[config.mk]
export PLATFORM = sky130hd
export DESIGN_NAME = bus_uart_tx
export DESIGN_NICKNAME = d
export VERILOG_FILES = /design/src/rtl/bus6502_pkg.sv /design/src/rtl/sync_fifo.sv /design/src/rtl/bus_uart_tx.sv
export SDC_FILE = /design/constraint.sdc
export NUM_CORES = 1
export LEC_CHECK = 0
export BUFFER_PORTS_ARGS = -buffer_cell sky130_fd_sc_hd__buf_4
export CAP_MARGIN = 40
export CORE_AREA = 2 2 97 99
export CTS_CLUSTER_DIAMETER = 30
export DETAILED_ROUTE_END_ITERATION = 6
export DIE_AREA = 0 0 99 101
export PLACE_DENSITY = 0.75
export SKIP_CTS_REPAIR_TIMING = 1
export SYNTH_ARGS = -nofsm -noshare
export SYNTH_HDL_FRONTEND = slang
export SYNTH_SLANG_ARGS = --single-unit
[constraint.sdc]
create_clock -name i_clk -period 2.6 [get_ports i_clk]
set_input_delay 0.26 -clock i_clk [delete_from_list [all_inputs] [get_ports i_clk]]
set_output_delay 0.26 -clock i_clk [all_outputs]
set_load 0.005 [all_outputs]
[src/rtl/bus6502_pkg.sv]
// Shared register map, STATUS bit positions and UART TX state encoding for 6502 bus targets.
package bus6502_pkg;

    localparam logic [1:0] REG_DATA   = 2'd0;
    localparam logic [1:0] REG_STATUS = 2'd1;
    localparam logic [1:0] REG_CTRL   = 2'd2;

    localparam int ST_FULL   = 0;
    localparam int ST_EMPTY  = 1;
    localparam int ST_BUSY   = 2;
    localparam int ST_OVF    = 3;
    localparam int ST_CNT_LO = 4;

    typedef enum logic [1:0] {
        IDLE,
        START,
        DATA,
        STOP
    } uart_tx_state_t;

endpackage

[src/rtl/sync_fifo.sv]
// Purpose: generic single-clock FIFO, power-of-2 depth, head word visible combinationally.
// Latency: a pushed word is at the head (pop_dat) the cycle after the push edge.
// Backpressure: push is taken when not full or when a pop happens at the same edge; else ignored.
module sync_fifo #(
    parameter int WIDTH = 8,
    parameter int DEPTH = 8
) (
    input  logic                     i_clk,
    input  logic                     i_rst,
    input  logic                     push,
    input  logic [WIDTH-1:0]         push_dat,
    input  logic                     pop,
    output logic [WIDTH-1:0]         pop_dat,
    output logic                     full,
    output logic                     empty,
    output logic [$clog2(DEPTH):0]   count
);

    localparam int AW = $clog2(DEPTH);

    logic [WIDTH-1:0] mem [DEPTH];
    logic [AW-1:0]    wr_ptr;
    logic [AW-1:0]    rd_ptr;
    logic             pop_en;
    logic             push_en;

    assign empty   = (count == '0);
    assign full    = (count == ($clog2(DEPTH)+1)'(DEPTH));
    assign pop_en  = pop & ~empty;
    assign push_en = push & (~full | pop_en);
    assign pop_dat = mem[rd_ptr];

    always_ff @(posedge i_clk or posedge i_rst) begin
        if (i_rst) begin
            wr_ptr <= '0;
            rd_ptr <= '0;
            count  <= '0;
        end else begin
            if (push_en) wr_ptr <= wr_ptr + 1'b1;
            if (pop_en)  rd_ptr <= rd_ptr + 1'b1;
            case ({push_en, pop_en})
                2'b10:   count <= count + 1'b1;
                2'b01:   count <= count - 1'b1;
                default: count <= count;
            endcase
        end
    end

    // Storage carries no reset; validity is tracked by count alone.
    always_ff @(posedge i_clk) begin
        if (push_en) mem[wr_ptr] <= push_dat;
    end

endmodule

[src/rtl/bus_uart_tx.sv]
// Purpose: 6502 bus target with DATA/STATUS/CTRL registers feeding an 8N1 serial transmitter.
// Latency: read data one edge after the address; DATA write at edge N puts the start bit out after N+1.
// Backpressure: none on the bus; a DATA write into a full FIFO is dropped and sets sticky overflow.
module bus_uart_tx
    import bus6502_pkg::*;
#(
    parameter logic [15:0] BASE_ADDR  = 16'hD000,
    parameter int          CLK_DIV    = 16,
    parameter int          FIFO_DEPTH = 8
) (
    input  logic        i_clk,
    input  logic        i_rst,
    input  logic [15:0] i_addr,
    input  logic [7:0]  i_data,
    input  logic        i_we,
    output logic [7:0]  o_data,
    output logic        o_sel,
    output logic        o_tx,
    output logic        o_irq
);

    localparam int                DIV_W    = $clog2(CLK_DIV);
    localparam int                CNT_W    = $clog2(FIFO_DEPTH) + 1;
    localparam logic [DIV_W-1:0]  DIV_LAST = DIV_W'(CLK_DIV - 1);

    logic [15:0]     offset;
    logic            hit;
    logic            wr_data;
    logic            wr_status;
    logic            wr_ctrl;
    logic [7:0]      rd_val;
    logic [3:0]      cnt_field;
    logic [4:0]      cnt_ext;

    logic            fifo_pop;
    logic [7:0]      fifo_dat;
    logic            fifo_full;
    logic            fifo_empty;
    logic [CNT_W-1:0] fifo_count;

    logic            overflow;
    logic            irq_en;

    uart_tx_state_t  state, state_nxt;
    logic [DIV_W-1:0] div_cnt, div_nxt;
    logic [2:0]      bit_cnt, bit_nxt;
    logic [7:0]      shift, shift_nxt;
    logic            tx_nxt;
    logic            div_done;

    // Subtracting the base keeps the window decode correct for any 16-bit base.
    assign offset    = i_addr - BASE_ADDR;
    assign hit       = (offset[15:2] == 14'd0);
    assign wr_data   = hit & i_we & (offset[1:0] == REG_DATA);
    assign wr_status = hit & i_we & (offset[1:0] == REG_STATUS);
    assign wr_ctrl   = hit & i_we & (offset[1:0] == REG_CTRL);

    sync_fifo #(
        .WIDTH (8),
        .DEPTH (FIFO_DEPTH)
    ) u_fifo (
        .i_clk    (i_clk),
        .i_rst    (i_rst),
        .push     (wr_data),
        .push_dat (i_data),
        .pop      (fifo_pop),
        .pop_dat  (fifo_dat),
        .full     (fifo_full),
        .empty    (fifo_empty),
        .count    (fifo_count)
    );

    // A depth-16 FIFO holding 16 bytes reports 15 in the 4-bit field.
    assign cnt_ext   = 5'(fifo_count);
    assign cnt_field = cnt_ext[4] ? 4'hF : cnt_ext[3:0];

    always_comb begin
        rd_val = 8'h00;
        case (offset[1:0])
            REG_STATUS: begin
                rd_val[7:ST_CNT_LO] = cnt_field;
                rd_val[ST_OVF]      = overflow;
                rd_val[ST_BUSY]     = (state != IDLE);
                rd_val[ST_EMPTY]    = fifo_empty;
                rd_val[ST_FULL]     = fifo_full;
            end
            REG_CTRL: rd_val[0] = irq_en;
            default:  rd_val = 8'h00;
        endcase
    end

    assign div_done = (div_cnt == DIV_LAST);

    always_comb begin
        state_nxt = state;
        div_nxt   = div_cnt + 1'b1;
        bit_nxt   = bit_cnt;
        shift_nxt = shift;
        fifo_pop  = 1'b0;
        case (state)
            IDLE: begin
                div_nxt = '0;
                if (!fifo_empty) begin
                    fifo_pop  = 1'b1;
                    shift_nxt = fifo_dat;
                    bit_nxt   = 3'd0;
                    state_nxt = START;
                end
            end
            START: begin
                if (div_done) begin
                    div_nxt   = '0;
                    bit_nxt   = 3'd0;
                    state_nxt = DATA;
                end
            end
            DATA: begin
                if (div_done) begin
                    div_nxt = '0;
                    if (bit_cnt == 3'd7) begin
                        bit_nxt   = 3'd0;
                        state_nxt = STOP;
                    end else begin
                        shift_nxt = {1'b0, shift[7:1]};
                        bit_nxt   = bit_cnt + 3'd1;
                    end
                end
            end
            STOP: begin
                if (div_done) begin
                    div_nxt = '0;
                    bit_nxt = 3'd0;
                    // Chain straight into the next start bit so queued frames have no idle gap.
                    if (!fifo_empty) begin
                        fifo_pop  = 1'b1;
                        shift_nxt = fifo_dat;
                        state_nxt = START;
                    end else begin
                        state_nxt = IDLE;
                    end
                end
            end
            default: state_nxt = IDLE;
        endcase

        tx_nxt = 1'b1;
        case (state_nxt)
            START:   tx_nxt = 1'b0;
            DATA:    tx_nxt = shift_nxt[0];
            default: tx_nxt = 1'b1;
        endcase
    end

    // o_tx is registered from the next-state decode: same timing as the state, no glitches.
    always_ff @(posedge i_clk or posedge i_rst) begin
        if (i_rst) begin
            state   <= IDLE;
            div_cnt <= '0;
            bit_cnt <= 3'd0;
            shift   <= 8'h00;
            o_tx    <= 1'b1;
        end else begin
            state   <= state_nxt;
            div_cnt <= div_nxt;
            bit_cnt <= bit_nxt;
            shift   <= shift_nxt;
            o_tx    <= tx_nxt;
        end
    end

    always_ff @(posedge i_clk or posedge i_rst) begin
        if (i_rst) begin
            overflow <= 1'b0;
            irq_en   <= 1'b0;
            o_irq    <= 1'b0;
            o_data   <= 8'h00;
            o_sel    <= 1'b0;
        end else begin
            if (wr_status && i_data[ST_OVF]) begin
                overflow <= 1'b0;
            end else if (wr_data && fifo_full && !fifo_pop) begin
                overflow <= 1'b1;
            end
            if (wr_ctrl) irq_en <= i_data[0];
            o_irq <= irq_en & fifo_empty & (state == IDLE);
            if (hit && !i_we) begin
                o_sel  <= 1'b1;
                o_data <= rd_val;
            end else begin
                o_sel  <= 1'b0;
                o_data <= 8'h00;
            end
        end
    end

endmodule
==> impl_metrics.csv, run 1 <==
group,metric,value,unit
run_status,outcome,"complete, no violations",
yosys,ys_seq_area_frac,0.618,
setup_path,endpoint_kind,"flop",
job,drv_cap,0,
cts,numCtsBuffers,9,
yosys,synth-main-ff-cell,"edfxtp_1",
floorplanning,initial_core_util,0.527,
sta,finalHoldViolCount,0,
drt,totalWireLength,8800,µm
drt,routedWlPerCell,17.4,µm
floorplanning,rows,35,
setup_path,cp.required,2670,ps
setup_path,cp-start-kind,"flop",
yosys,synth_edf_count,64,
cts,cts.clk_slew.worst_paths,100,ps
layout,mostFrequentLayoutCell,"edfxtp_1",
place,routabilityCongestion,0.783,
floorplanning,fp.dieArea,10000,µm²
layout,instances_no_fill,507,
floorplanning,die-width,99,µm
sta,fin_crit_sh,0.921,
place,pre_cts_slack,266,ps
yosys,syn_nets,383,
setup_path,arrival,2460,ps
cts,ctsRootBufferMaster,"clkbuf_8",
sta,max_freq,418,MHz
power,p_switching,1.44,mW
layout,area_growth,14.8,%
power,p_leak,2.12,nW
layout,final_util,0.605,
yosys,ys_types,56,
cts,clk_latency,350,ps
sta,max_slew.worst_pin.slew,664,ps
floorplanning,ios,38,
yosys,syn_area,4730,µm²
yosys,async_flop_share,0.385,
place,port_buffers,37,
power,power.share.clock,0.237,
drt,drc,0,
global_route,grt_use_total,0.189,
yosys,avgSynthCellArea,13.8,µm²
sta,worst_slack,205,ps
power,powerDensity,846,nW/µm²
layout,antenna_cells,0,
setup_path,crit_type,"reg2reg",
power,pwr-share-comb,0.284,
yosys,ys_warn_count,0,
place,place_hpwl,6560,µm
layout,nNetsFinal,432,
sta,fin_crit,2400,ps
yosys,synthCells,342,
drt,via_per_inst,5.79,
yosys,synth_seq_cells,104,
global_route,globalRouteOverflowTotal,0,
global_route,grt_pass1_wl,14500,µm
sta,rsz0062_at_grt,"false",
sta,finalSetupTns,0,ps
drt,dr.pass1.iters,4,
floorplanning,core_area,8980,µm²
layout,nFillCells,695,
drt,dr_total_vias,2933,
sta,setup_viol,0,
cts,clock_path_buffers,2,
cts,cts_tree,"done",
place,place_inst,491,
global_route,grt_max_degree,41,
sta,fin_skew,10.2,ps
power,netSwitchingFraction,0.314,
power,p_seq_frac,0.478,
cts,cts.sinks,104,
floorplanning,dieHeight,101,µm
power,p_int,3.15,mW
layout,drive_gt1_frac,0.258,
power,vdd_ir_drop_max,0.546,mV
global_route,grt_pass1_vias,2899,
sta,slew_headroom,0.558,
layout,final_cell_mix,"edfxtp_1, buf_4, dfrtp_1, o21ai_0",
setup_path,cp_max_fo,8,
min_path,hold_path_class,"in2async",
global_route,antenna_found_initial,0,
drt,ant_nets,0,
cts,cts_max_level,3,
drt,first_iter_violations,129,
sta,drv_slew,0,
[cells by family after synthesis]
family / count (synthesis) / share of synthesized area
buffers and inverters: 27 / 0.0267
flip-flops: 104 / 0.618
multiplexers: 26 / 0.0946
AND/OR/NAND/NOR: 88 / 0.104
XOR/XNOR: 9 / 0.0167
AO/OA/AOI/OAI: 74 / 0.104
adder cells (fa/ha/maj): 14 / 0.0370
[registers in the layout, indices dropped and copies added (netlist names)]
register / cells
o_tx: 1
u_fifo.mem: 64
div_cnt: 4
bit_cnt: 3
shift: 8
irq_en: 1
o_irq: 1
state: 2
u_fifo.wr_ptr: 3
u_fifo.count: 4
o_data: 8
u_fifo.rd_ptr: 3
overflow: 1
o_sel: 1
[worst max-delay path, cell delays in order (launching register included)]
cell      delay [ps]
dfrtp_1          440
inv_1            130
ha_1             290
a41o_1           230
a21oi_1          140
nor3b_2          290
nand2b_1         170
nor3_1           200
buf_4            220
[layer usage]
layer	vias to the layer above	share of wire	track usage
li1	1391	-	-
met1	1454	0.43	0.258
met2	83	0.51	0.307
met3	5	0.046	0.0347
met4	0	0.0075	0.0674
met5	-	0	0
[path summary, 6_finish.rpt]
check,endpoint,startpoint,cells past startpoint,slack (ps)
setup / recovery,u_fifo.mem[0][3],state[0],8,200
hold / removal,o_data[6],i_rst,3,20
setup reg to reg,u_fifo.mem[0][3],state[0],8,200
hold reg to reg,div_cnt[0],div_cnt[0],1,500
max in group asynchronous,o_tx,i_rst,3,2220
min in group i_clk,u_fifo.mem[7][1],i_data[1],1,140
[stage by stage]
step | area (µm²) | power, mW | hold WS [ps]
after global routing | 5430 | 4.87 | 69.7
after detailed placement | 5200 | 3.54 | 425
after global placement | 5200 | 3.48 | 418
after floorplan | 4730 | 3.20 | 359
final | 5430 | 4.59 | 16.4
after CTS | 5430 | 4.62 | 27.6
[layout make-up]
class	count	area, µm²	area share
Timing Repair Buffer	54	418	0.0769
Inverter	11	41.3	0.00760
Sequential cell	104	2920	0.538
Clock buffer	9	124	0.0228
Multi-Input combinational cell	211	1690	0.310
Tap cell	111	139	0.0256
Clock inverter	7	100	0.0184
[Yosys cell counts (all sizes together) (2+ instances only)]
master  count  area, µm²
nand3       9       45.0
dfrtp      39        976
a41oi       2       36.3
nor2       20       75.1
mux2        7       82.6
clkbuf      5       18.8
a21o        6       45.0
mux2i       5       50.1
inv        11       41.3
a22oi       3       22.5
mux4       14        315
and2        2       12.5
xor2        3       26.3
buf        11       66.3
and3        9       56.3
o21ai      25        125
nand4b      2       17.5
nor4b       2       30.0
nand2b      5       31.3
a21oi      16       80.1
ha         14        175
nor4        4       40.0
edfxtp     64       1920
nand2      20       75.1
xnor2       6       52.6
a31oi       9       56.3
nor2b       2       12.5
or4         2       18.8
nor3        7       40.0
[power groups by stage]
| stage | Sequential, mW | Clock, mW | Combinational, mW |
|---|---|---|---|
| 6_report | 2.20 | 1.09 | 1.31 |
| 5_1_grt | 2.23 | 1.19 | 1.45 |
| 4_1_cts | 2.20 | 1.12 | 1.31 |
| 3_5_place_dp | 2.23 | 0 | 1.30 |
| 3_3_place_gp | 2.22 | 0 | 1.26 |
| 2_1_floorplan | 2.06 | 0 | 1.14 |
(Power assumes the default switching activity.)
==> run 2: changes to the inputs <==
--- a/config.mk
+++ b/config.mk
@@ -8,3 +8,3 @@
 export BUFFER_PORTS_ARGS = -buffer_cell sky130_fd_sc_hd__buf_4
-export CAP_MARGIN = 40
+export CAP_MARGIN = 20
 export CORE_AREA = 2 2 97 99
==> constraint.sdc (replaced) <==
create_clock -name i_clk -period 2.6 [get_ports i_clk]
set_input_delay 0.13 -clock i_clk [delete_from_list [all_inputs] [get_ports i_clk]]
set_output_delay 0.13 -clock i_clk [all_outputs]
set_load 0.005 [all_outputs]
==> impl_metrics.csv, run 2 (synthesis results as in run 1) <==
group,metric,value,unit
setup_path,crit_type,"reg2reg",
setup_path,cp.required,2680,ps
sta,finalHoldViolCount,0,
setup_path,reg2reg_setup_slack,190,ps
power,p_leak,2.15,nW
floorplanning,ios,38,
min_path,hold_path_class,"in2reg",
cts,ctsRootBufferMaster,"clkbuf_8",
drt,via_per_inst,5.79,
place,routabilityCongestion,0.778,
global_route,grt_pass1_vias,2945,
cts,numCtsBuffers,9,
drt,dr.pass1.iters,4,
layout,drive_gt1_frac,0.251,
layout,antenna_cells,0,
cts,clk_latency,370,ps
layout,area_growth,16.0,%
setup_path,cp_max_fo,8,
floorplanning,fp.dieArea,10000,µm²
global_route,globalRouteOverflowTotal,0,
global_route,grt_pass1_wl,14900,µm
floorplanning,die-width,99,µm
global_route,grt_use_total,0.191,
sta,drv_slew,0,
cts,cts_max_level,3,
layout,mostFrequentLayoutCell,"edfxtp_1",
floorplanning,core_area,8980,µm²
drt,ant_nets,0,
sta,fin_crit,2410,ps
floorplanning,initial_core_util,0.527,
layout,top_regs,"u_fifo.mem x64, o_data x8, shift x8",
drt,dr_total_vias,2975,
power,vdd_ir_drop_max,0.512,mV
layout,regMostFlops,"u_fifo.mem",
job,drv_cap,0,
setup_path,endpoint_kind,"flop",
place,port_buffers,37,
drt,first_iter_violations,148,
drt,routedWlPerCell,17.3,µm
global_route,antenna_found_initial,0,
global_route,grt_max_degree,41,
cts,cts_tree,"done",
cts,cts.sinks,104,
sta,finalSetupTns,0,ps
layout,final_cell_mix,"edfxtp_1, buf_4, dfrtp_1, o21ai_0",
layout,nNetsFinal,439,
sta,setup_viol,0,
place,place_hpwl,6300,µm
sta,max_slew.worst_pin.slew,700,ps
drt,drc,0,
cts,clock_path_buffers,2,
drt,totalWireLength,8890,µm
setup_path,arrival,2480,ps
sta,slew_headroom,0.533,
cts,cts.clk_slew.worst_paths,110,ps
layout,largest_register_ffs,64,
floorplanning,dieHeight,101,µm
power,powerDensity,834,nW/µm²
sta,max_freq,416,MHz
floorplanning,rows,35,
sta,fin_skew,15.8,ps
setup_path,cp-start-kind,"flop",
sta,fin_crit_sh,0.926,
sta,rsz0062_at_grt,"false",
run_status,outcome,"complete, no violations",
sta,hold_slack,13.8,ps
[run 2: worst paths after layout]
kind                            start                to  cells after the start
max                        div_cnt[0]  u_fifo.mem[0][6]                      7
min                         i_data[3]  u_fifo.mem[4][3]                      1
max reg2reg                div_cnt[0]  u_fifo.mem[0][6]                      7
min reg2reg                div_cnt[0]        div_cnt[0]                      1
max in group asynchronous       i_rst              o_tx                      4
min in group asynchronous       i_rst         o_data[6]                      4
[run 2: layer usage]
layer	vias to the layer above	track usage	routed length (µm)
li1	1416	-	-
met1	1471	0.262	4010
met2	75	0.307	4390
met3	13	0.0388	350
met4	0	0.0695	136
met5	-	0	0
[run 2: per-stage QoR]
stage          worst slack, ps  utilization  total power [mW]  std cells  instance area, µm²
5_1_grt                   57.5        0.612              4.86        514                5490
3_5_place_dp               244        0.580              3.54        491                5200
6_report                   194        0.612              4.58        514                5490
3_3_place_gp               353        0.580              3.48        491                5200
4_1_cts                    198        0.604              4.61        507                5420
2_1_floorplan              101            -              3.20        342                4730
[run 2: critical path, stage by stage, from the launching register on]
cell and delay [ps]:
dfrtp_1 400, ha_1 380, a41o_1 320, a21oi_1 150
nor3b_2 330, nand2b_1 170, nor3_1 170, buf_4 210
[run 2: final cells by class]
class	count	area, µm²
Inverter	11	41.3
Clock buffer	9	124
Fill cell	650	3480
Tap cell	111	139
Sequential cell	104	2920
Multi-Input combinational cell	211	1680
Timing Repair Buffer	61	488
Clock inverter	7	93.8
[run 2: power by group]
group	internal [mW]	leakage (nW)	switching, mW
Sequential	1.91	1.10	0.281
Clock	0.472	0.107	0.590
Combinational	0.692	0.944	0.634
==> run 3: changes to the inputs <==
CORE_AREA = 2 2 117 119   (was 2 2 97 99)
DIE_AREA = 0 0 119 121   (was 0 0 99 101)
PLACE_DENSITY = unset   (was 0.75)
SYNTH_HIERARCHICAL = 1   (was unset)
==> impl_metrics.csv, run 3 <==
group,metric,value,unit
layout,top_regs,"u_fifo/mem x64, o_data x8, shift x8",
setup_path,r2r_cells,10,
min_path,min_path_cells,1,
layout,drive_gt1_frac,0.307,
sta,fin_skew,8.64,ps
floorplanning,fp.dieArea,14400,µm²
setup_path,crit_type,"reg2reg",
yosys,avgSynthCellArea,15.4,µm²
sta,drv_slew,0,
floorplanning,ios,38,
job,drv_cap,0,
yosys,synth.largest_area_cell,"edfxtp_1",
layout,mostFrequentLayoutCell,"edfxtp_1",
drt,dr.pass1.iters,4,
floorplanning,initial_core_util,0.355,
cts,ctsRootBufferMaster,"clkbuf_16",
setup_path,cp_max_fo,8,
cts,cts.sinks,104,
yosys,synth_edf_count,64,
global_route,grt_pass1_wl,14100,µm
setup_path,cp-start-kind,"flop",
cts,cts_max_level,3,
drt,ant_nets,0,
sta,fin_crit_sh,0.940,
floorplanning,rows,42,
setup_path,timing.rr.end,"u_fifo/count[3]",
yosys,synth_top_area_frac,0.414,
layout,nNetsFinal,402,
yosys,ys_types,58,
yosys,ys_warn_count,6,
run_status,outcome,"complete, no violations",
layout,area_growth,21.0,%
power,power,3.21,mW
power,p_leak,2.29,nW
cts,numCtsBuffers,9,
setup_path,cp.required,2880,ps
drt,drc,0,
setup_path,crit_path_start,"u_fifo/count[0]",
floorplanning,dieHeight,121,µm
drt,via_per_inst,4.90,
drt,first_iter_violations,110,
layout,design_area,5610,µm²
setup_path,r2r_start,"u_fifo/count[0]",
sta,setup_viol,0,
sta,rsz0062_at_grt,"false",
setup_path,reg2reg_setup_slack,160,ps
sta,max_freq,409,MHz
global_route,use_met3,0.0310,
layout,final_cell_mix,"edfxtp_1, buf_4, dfrtp_1, nand2_1, nor2_1",
setup_path,arrival,2720,ps
yosys,synth_seq_cells,104,
floorplanning,die-width,119,µm
yosys,synth_common_cells,"edfxtp_1, dfrtp_1, nand2_1, nor2_1, inv_1",
place,place_hpwl,5860,µm
yosys,synthCells,302,
global_route,grt_pass1_vias,2694,
global_route,grt_most_used_layer,"met2",
power,powerDensity,573,nW/µm²
yosys,synth-main-ff-cell,"edfxtp_1",
cts,clk_latency,340,ps
global_route,grt_use_total,0.128,
floorplanning,core_area,13100,µm²
sta,max_slew.worst_pin.slew,654,ps
cts,clock_path_buffers,2,
place,place_area,5270,µm²
power,vdd_ir_drop_max,0.405,mV
global_route,grt_use_met2,0.216,
layout,antenna_cells,0,
yosys,synth_area_leaders,"edfxtp_1, dfrtp_1, mux4_1",
yosys,ys_seq_area_frac,0.630,
yosys,async_flop_share,0.385,
global_route,antenna_found_initial,0,
global_route,globalRouteOverflowTotal,0,
cts,cts.clk_slew.worst_paths,70,ps
global_route,grt_max_degree,31,
sta,slew_headroom,0.564,
place,port_buffers,37,
global_route,grt_use_met1,0.161,
drt,routedWlPerCell,15.8,µm
yosys,synth_most_common_cell,"edfxtp_1",
sta,finalHoldViolCount,0,
place,routabilityCongestion,0.824,
cts,cts_tree,"done",
layout,regMostFlops,"u_fifo/mem",
layout,final_util,0.429,
setup_path,endpoint_kind,"flop",
drt,totalWireLength,8570,µm
sta,fin_crit,2440,ps
yosys,syn_area,4640,µm²
min_path,hold_path_class,"in2reg",
place,pre_cts_slack,92.0,ps
setup_path,crit_end,"u_fifo/count[3]",
drt,dr_total_vias,2650,
layout,largest_register_ffs,64,
sta,worst_slack,156,ps
yosys,syn_nets,344,
==> run 3: changes by cell type in the layout (fill, tap and decap cells not counted), moves of 6 or more <==
cell,change
nand3_1,-8
o21ai_0,-21
mux4_2,-10
a31oi_1,-7
a21oi_1,-12
clkbuf_8,-9
a22o_1,+13
dlygate4sd3_1,-6
mux4_1,+12
clkbuf_16,+9
==> run 3: cell families after synthesis <==
group,Yosys count,share of synthesized area
xor+xnor,7,0.0132
flops,104,0.630
simple gates,78,0.0901
mux,30,0.122
buf+inv,27,0.0294
fa+ha+maj,15,0.0421
compound gates,41,0.0736
==> run 3: report_power, final <==
part           internal (mW)  switching (mW)
Clock                  0.774           0.620
Combinational         0.0307          0.0356
Sequential              1.75       0.0000256
Total                   2.56           0.655
==> run 3: how the worst min path moves through the flow <==
stage          slack (ps)          endpoint      start
2_1_floorplan         -30   u_fifo/count[0]      i_rst
3_3_place_gp          150   u_fifo/count[3]      i_rst
3_5_place_dp          160   u_fifo/count[3]      i_rst
4_1_cts              -210  u_fifo/wr_ptr[2]      i_rst
5_1_grt                 5  u_fifo/mem[0][7]  i_data[7]
6_report               20  u_fifo/mem[4][7]  i_data[7]
==> run 3: per-stage QoR <==
step	hold slack, ps	instances	setup TNS (ps)
global placement	155	524	0
CTS	-212	540	0
finish	16.8	541	0
detailed placement	165	524	0
floorplan	-29.8	302	-11.3
global route	5.44	541	0
==> run 3: cell type report <==
cell class              count  area, µm²
well taps                 176        220
flip-flops and latches    104       2930
clock inverters             6       86.3
inverters                  15       56.3
fillers                  1176       7470
repair buffers             59        445
multi-input cells         171       1650
clock buffers              10        229
==> run 3: metal layers <==
layer,share of wire,routed length (µm)
met3,0.028,243
met1,0.45,3870
met2,0.51,4360
met5,0,0
met4,0.012,100
==> run 3: critical path: stages, from the launching register on <==
cell	delay (ps)
dfrtp_1	410
or3_1	410
buf_4	200
o21ai_2	150
or2_4	150
inv_2	40
ha_1	300
or2_4	270
nand3_2	90
mux2_4	300
nand3b_1	70
